File: config.mk
export PLATFORM = sky130hd
export DESIGN_NAME = bch_bit_packer_flat
export DESIGN_NICKNAME = d
export VERILOG_FILES = /design/src/rtl/bch_bit_packer_if.sv /design/src/rtl/bch_bit_packer.sv /design/src/flat_wrapper.sv
export SDC_FILE = /design/constraint.sdc
export NUM_CORES = 1
export LEC_CHECK = 0
export BUFFER_PORTS_ARGS = -buffer_cell sky130_fd_sc_hd__buf_4
export CAP_MARGIN = 20
export CORE_ASPECT_RATIO = 0.8
export CORE_MARGIN = 4
export CORE_UTILIZATION = 54
export DETAILED_ROUTE_END_ITERATION = 8
export PLACE_DENSITY_LB_ADDON = 0.15
export SYNTH_ARGS = -nofsm -noshare
export SYNTH_HDL_FRONTEND = slang
export SYNTH_SLANG_ARGS = --single-unit
export TNS_END_PERCENT = 10
File: constraint.sdc
create_clock -name clk -period 2.5 [get_ports clk]
set_input_delay 0.375 -clock clk [delete_from_list [all_inputs] [get_ports clk]]
set_output_delay 0.375 -clock clk [all_outputs]
set_load 0.005 [all_outputs]
File: src/rtl/bch_bit_packer_if.sv
// bch_bit_packer_if: byte-in / bit-out handshake bundle between byte source, packer and BCH encoder
interface bch_bit_packer_if #(parameter int DATA_W = 8);
  logic [DATA_W-1:0] byte_data;
  logic byte_valid;
  logic byte_ready;
  logic flush;
  logic bit_valid;
  logic bit_ready;
  logic bit_data;
  logic bit_last;
  logic busy;
  modport master (output byte_data, byte_valid, flush, bit_ready,
                  input byte_ready, bit_valid, bit_data, bit_last, busy);
  modport slave (input byte_data, byte_valid, flush, bit_ready,
                 output byte_ready, bit_valid, bit_data, bit_last, busy);
endinterface

File: src/rtl/bch_bit_packer.sv
// bch_bit_packer: MSB-first byte serializer into BLOCK_BITS message blocks with zero-pad flush; BCH_BIT_PACKER_SCRAMBLE_EN adds an x^7+x^6+1 output scrambler
module bch_bit_packer #(
  parameter int BLOCK_BITS = 51,
  parameter int DATA_W = 8,
  parameter int BUF_BITS = 16
) (
  input logic clk,
  input logic rst,
  bch_bit_packer_if.slave bus
);
  localparam int CW = $clog2(BUF_BITS + 1);
  localparam int PW = $clog2(BLOCK_BITS);
  logic [BUF_BITS-1:0] sreg, sh, sreg_n;
  logic [CW-1:0] cnt, c1, cnt_n;
  logic [PW-1:0] bitpos, bitpos_n;
  logic pad_pend, pad_n, bt, xt, last, raw, drain;
  always_comb begin
    bus.byte_ready = !rst && !pad_pend && (cnt <= CW'(BUF_BITS - DATA_W));
    bus.bit_valid = (cnt != '0) || pad_pend;
    raw = (cnt != '0) && sreg[BUF_BITS-1];
    last = bitpos == PW'(BLOCK_BITS - 1);
    bus.bit_last = bus.bit_valid && last;
    bus.busy = (cnt != '0) || pad_pend || (bitpos != '0);
    bt = bus.bit_valid && bus.bit_ready;
    xt = bus.byte_valid && bus.byte_ready;
    drain = bt && (cnt != '0);
    sh = drain ? sreg << 1 : sreg;
    c1 = drain ? cnt - 1'b1 : cnt;
    sreg_n = xt ? sh | ({bus.byte_data, {(BUF_BITS-DATA_W){1'b0}}} >> c1) : sh;
    cnt_n = xt ? c1 + CW'(DATA_W) : c1;
    bitpos_n = bt ? (last ? '0 : bitpos + 1'b1) : bitpos;
    pad_n = pad_pend ? !(bt && last) : bus.flush && ((bitpos_n != '0) || (cnt_n != '0));
  end
  always_ff @(posedge clk)
    if (rst) begin
      sreg <= '0;
      cnt <= '0;
      bitpos <= '0;
      pad_pend <= 1'b0;
    end else begin
      sreg <= sreg_n;
      cnt <= cnt_n;
      bitpos <= bitpos_n;
      pad_pend <= pad_n;
    end
`ifdef BCH_BIT_PACKER_SCRAMBLE_EN
  logic [6:0] lfsr;
  logic s;
  assign s = lfsr[6] ^ lfsr[5];
  assign bus.bit_data = raw ^ s;
  always_ff @(posedge clk)
    if (rst || (bt && last)) lfsr <= 7'h7F;
    else if (bt) lfsr <= {lfsr[5:0], s};
`else
  assign bus.bit_data = raw;
`endif
endmodule

File: src/flat_wrapper.sv
// flat-port wrapper written by rule: the top's interface ports become plain ports
module bch_bit_packer_flat 
#(
  parameter int BLOCK_BITS = 51,
  parameter int DATA_W = 8,
  parameter int BUF_BITS = 16
)
  (clk, rst, bus_byte_data, bus_byte_valid, bus_flush, bus_bit_ready, bus_byte_ready, bus_bit_valid, bus_bit_data, bus_bit_last, bus_busy);
  bch_bit_packer_if #(.DATA_W(DATA_W)) bus_i ();
  input logic clk;
  input logic rst;
  input wire logic [$bits(bus_i.byte_data)-1:0] bus_byte_data;
  input wire logic [$bits(bus_i.byte_valid)-1:0] bus_byte_valid;
  input wire logic [$bits(bus_i.flush)-1:0] bus_flush;
  input wire logic [$bits(bus_i.bit_ready)-1:0] bus_bit_ready;
  output wire logic [$bits(bus_i.byte_ready)-1:0] bus_byte_ready;
  output wire logic [$bits(bus_i.bit_valid)-1:0] bus_bit_valid;
  output wire logic [$bits(bus_i.bit_data)-1:0] bus_bit_data;
  output wire logic [$bits(bus_i.bit_last)-1:0] bus_bit_last;
  output wire logic [$bits(bus_i.busy)-1:0] bus_busy;
  assign bus_i.byte_data = bus_byte_data;
  assign bus_i.byte_valid = bus_byte_valid;
  assign bus_i.flush = bus_flush;
  assign bus_i.bit_ready = bus_bit_ready;
  assign bus_byte_ready = bus_i.byte_ready;
  assign bus_bit_valid = bus_i.bit_valid;
  assign bus_bit_data = bus_i.bit_data;
  assign bus_bit_last = bus_i.bit_last;
  assign bus_busy = bus_i.busy;
  bch_bit_packer #(.BLOCK_BITS(BLOCK_BITS), .DATA_W(DATA_W), .BUF_BITS(BUF_BITS)) u_core (.clk(clk), .rst(rst), .bus(bus_i));
endmodule
==> run_results.csv <==
group,metric,value,unit
status,outcome,"completed",
routing,drc,0,
power_and_ir_drop,leakage,0.9544,nW
cts,htree_levels,1,
layout,drive_above_1_share,0.2138,
die,fp.coreArea,3779,µm²
synthesis,synth_ff_type,"dfxtp_1",
synthesis,synthArstFlopShare,0,
power_and_ir_drop,power,3.867,mW
setup_path,crit_path_start_kind,"flip-flop",
global_routing,grt_pass1_vias,1985,
routing,drt_iter0_drc,267,
sta,fin_tns_setup,0,ps
routing,post_drt_wl_per_cell,16.40,µm
cts,hold_buffers,0,
layout,nFillCells,338,
die,rows,20,
cts,cts_sinks,28,
die,die_h,63.86,µm
die,die_w,77.82,µm
worst_hold_path,hold_path_class,"in2reg",
sta,fmax,422.1,MHz
global_routing,antenna_found_initial,0,
global_routing,grt_max_degree,29,
sta,slew_headroom,0.7126,
cts,clk_latency,280,ps
layout,diodes,0,
global_routing,grt_pass1_wl,9.853,mm
power_and_ir_drop,powerDensity,1553,nW/µm²
routing,postRouteAntennaNets,0,
routing,vias,2209,
synthesis,yosysSeqAreaShare,0.2662,
synthesis,netlist_area,2106,µm²
synthesis,synth_nets,299,
sta,period_share,0.9476,
synthesis,synth_area_per_cell,7.494,µm²
placement,dp_hpwl,4.204,mm
synthesis,ys_ff_latch,28,
sta,fin_skew,4.097,ps
cts,cts_tree,"yes",
layout,fin_util,0.6589,
synthesis,synthCells,281,
sta,holdWs,330.6,ps
synthesis,ys_types,56,
sta,fin_crit,2369,ps
cts,cts-root-buf,"clkbuf_8",
routing,wl,5.888,mm
die,fp.dieArea,4969,µm²
setup_path,crit_type,"reg2reg",
die,pin_count,18,
cts,clk_pin_slew_worst_paths,100,ps
placement,portBuffers,17,
power_and_ir_drop,ir_worst_vdd,0.0007163,V
setup_path,required,2690,ps
routing,first_pass_iters,5,
setup_path,cp_max_fo,7,
sta,setup_viol,0,
sta,rsz0062_at_grt,"true",
setup_path,crit_arrival,2560,ps
run,maxCapViolCount,0,
die,start_util,0.5573,
layout,nNetsFinal,324,
layout,areaGrowthSynthToFinish,18.24,%
synthesis,yosysWarnings,0,
cts,cts_buffers,3,
sta,maxSlewViolCount,0,
setup_path,endpoint_kind,"flip-flop",
sta,finalHoldViolations,0,
global_routing,track_usage,0.2455,
synthesis,synth_edf_count,0,
global_routing,grt_overflow_total,0,
placement,place_congestion,0.9018,
sta,worst_pin_slew,425.4,ps
routing,via_per_inst,6.153,
cts,ctsLongestPathBuffers,2,
-- flip-flops by register name, indices dropped and copies added (netlist names) --
signal and count:
u_core.sreg 16, u_core.bitpos 6, u_core.cnt 5, u_core.pad_pend 1
-- placed cells by master, fill, tap and decap left out, drive strengths merged, types with 4 or more instances in the layout --
cell,n
a211oi,6
a21oi,15
a22oi,6
a311oi,4
a31oi,11
buf,35
dfxtp,28
ha,5
inv,7
mux2i,14
nand2,34
nand2b,10
nand3,7
nand4,5
nor2,41
nor3,13
o211ai,4
o21ai,9
o22ai,4
o32ai,4
-- synthesized netlist by cell type, drive strengths merged, types with 2 or more instances --
cell / n / area [µm²]
a211oi: 6 / 50.05
a21oi: 15 / 90.09
a22oi: 6 / 45.04
a311oi: 4 / 41.29
a31o: 2 / 17.52
a31oi: 11 / 83.83
and2: 2 / 12.51
and3: 3 / 18.77
buf: 5 / 23.77
clkbuf: 11 / 42.54
dfxtp: 28 / 560.5
ha: 5 / 62.56
inv: 7 / 26.27
mux2i: 14 / 140.1
nand2: 34 / 127.6
nand2b: 10 / 62.56
nand3: 7 / 35.03
nand4: 5 / 31.28
nor2: 41 / 158.9
nor3: 13 / 65.06
o211ai: 4 / 30.03
o21ai: 9 / 45.04
o22ai: 4 / 25.02
o31ai: 2 / 15.01
o32ai: 4 / 35.03
or2: 3 / 18.77
or3: 2 / 12.51
or4b: 2 / 23.77
xnor2: 3 / 26.28
xor2: 3 / 26.28
-- area by class of cell --
| cell class | instances | area, µm² | share of cell area |
|---|---|---|---|
| multi-input cells | 231 | 1505 | 0.6045 |
| flip-flops and latches | 28 | 560.5 | 0.2251 |
| repair buffers | 35 | 287.8 | 0.1156 |
| well taps | 55 | 68.82 | 0.02764 |
| clock buffers | 3 | 41.29 | 0.01658 |
| inverters | 7 | 26.28 | 0.01055 |
-- stage by stage --
| step | area [µm²] | setup slack, ps | instances |
|---|---|---|---|
| 6_report | 2490 | 131.0 | 359 |
| 5_1_grt | 2490 | 3.335 | 359 |
| 4_1_cts | 2422 | 59.23 | 356 |
| 3_5_place_dp | 2381 | 76.94 | 353 |
| 3_3_place_gp | 2381 | 168.1 | 353 |
| 2_1_floorplan | 2106 | 61.00 | 281 |
-- worst paths after layout --
path                                   start                          to  slack (ps)  cells after the start
hold reg to reg   u_core.sreg[13]$_SDFF_PP0_  u_core.sreg[13]$_SDFF_PP0_         480                      2
hold / removal                     bus_flush  u_core.pad_pend$_SDFF_PP0_         330                      2
setup / recovery    u_core.cnt[1]$_SDFF_PP0_   u_core.sreg[5]$_SDFF_PP0_         130                      8
setup reg to reg    u_core.cnt[1]$_SDFF_PP0_   u_core.sreg[5]$_SDFF_PP0_         130                      8
-- routing by layer --
layer	vias up	GRT usage	wire [µm]
li1	1083	-	-
met1	1025	0.3614	2955
met2	93	0.3643	2425
met3	8	0.04789	441
met4	0	0.06000	65
met5	-	0	0
-- report_power, final --
part	switching (mW)	internal (mW)	leakage (nW)
combinational	1.59	1.27	0.704
clock	0.152	0.109	0.0216
sequential	0.152	0.595	0.229
total	1.89	1.97	0.954
-- logic make-up (layout without fill, tap and decap cells) --
logic type      Yosys count  after routing  synth area share
xor+xnor                  6              6           0.02496
mux                      15             15           0.07189
flops                    28             28            0.2662
simple gates            130            131            0.3078
fa+ha+maj                 5              5           0.02971
buf+inv                  23             45           0.04396
compound gates           74             74            0.2555
-- worst max-delay path, stage by stage (launching register included) --
cell and delay (ps):
dfxtp_1 370, inv_1 100, ha_2 220, or4b_4 560, a21oi_4 220, mux2_2 190, a211oi_2 70, o311a_1 310
a311oi_2 250
-- repair_timing --
action | in CTS | in global routing
gates resized for setup | 0 | 12
buffers inserted | 0 | 2
endpoints found under the setup margin | 0 | 14
(Power assumes the default switching activity.)
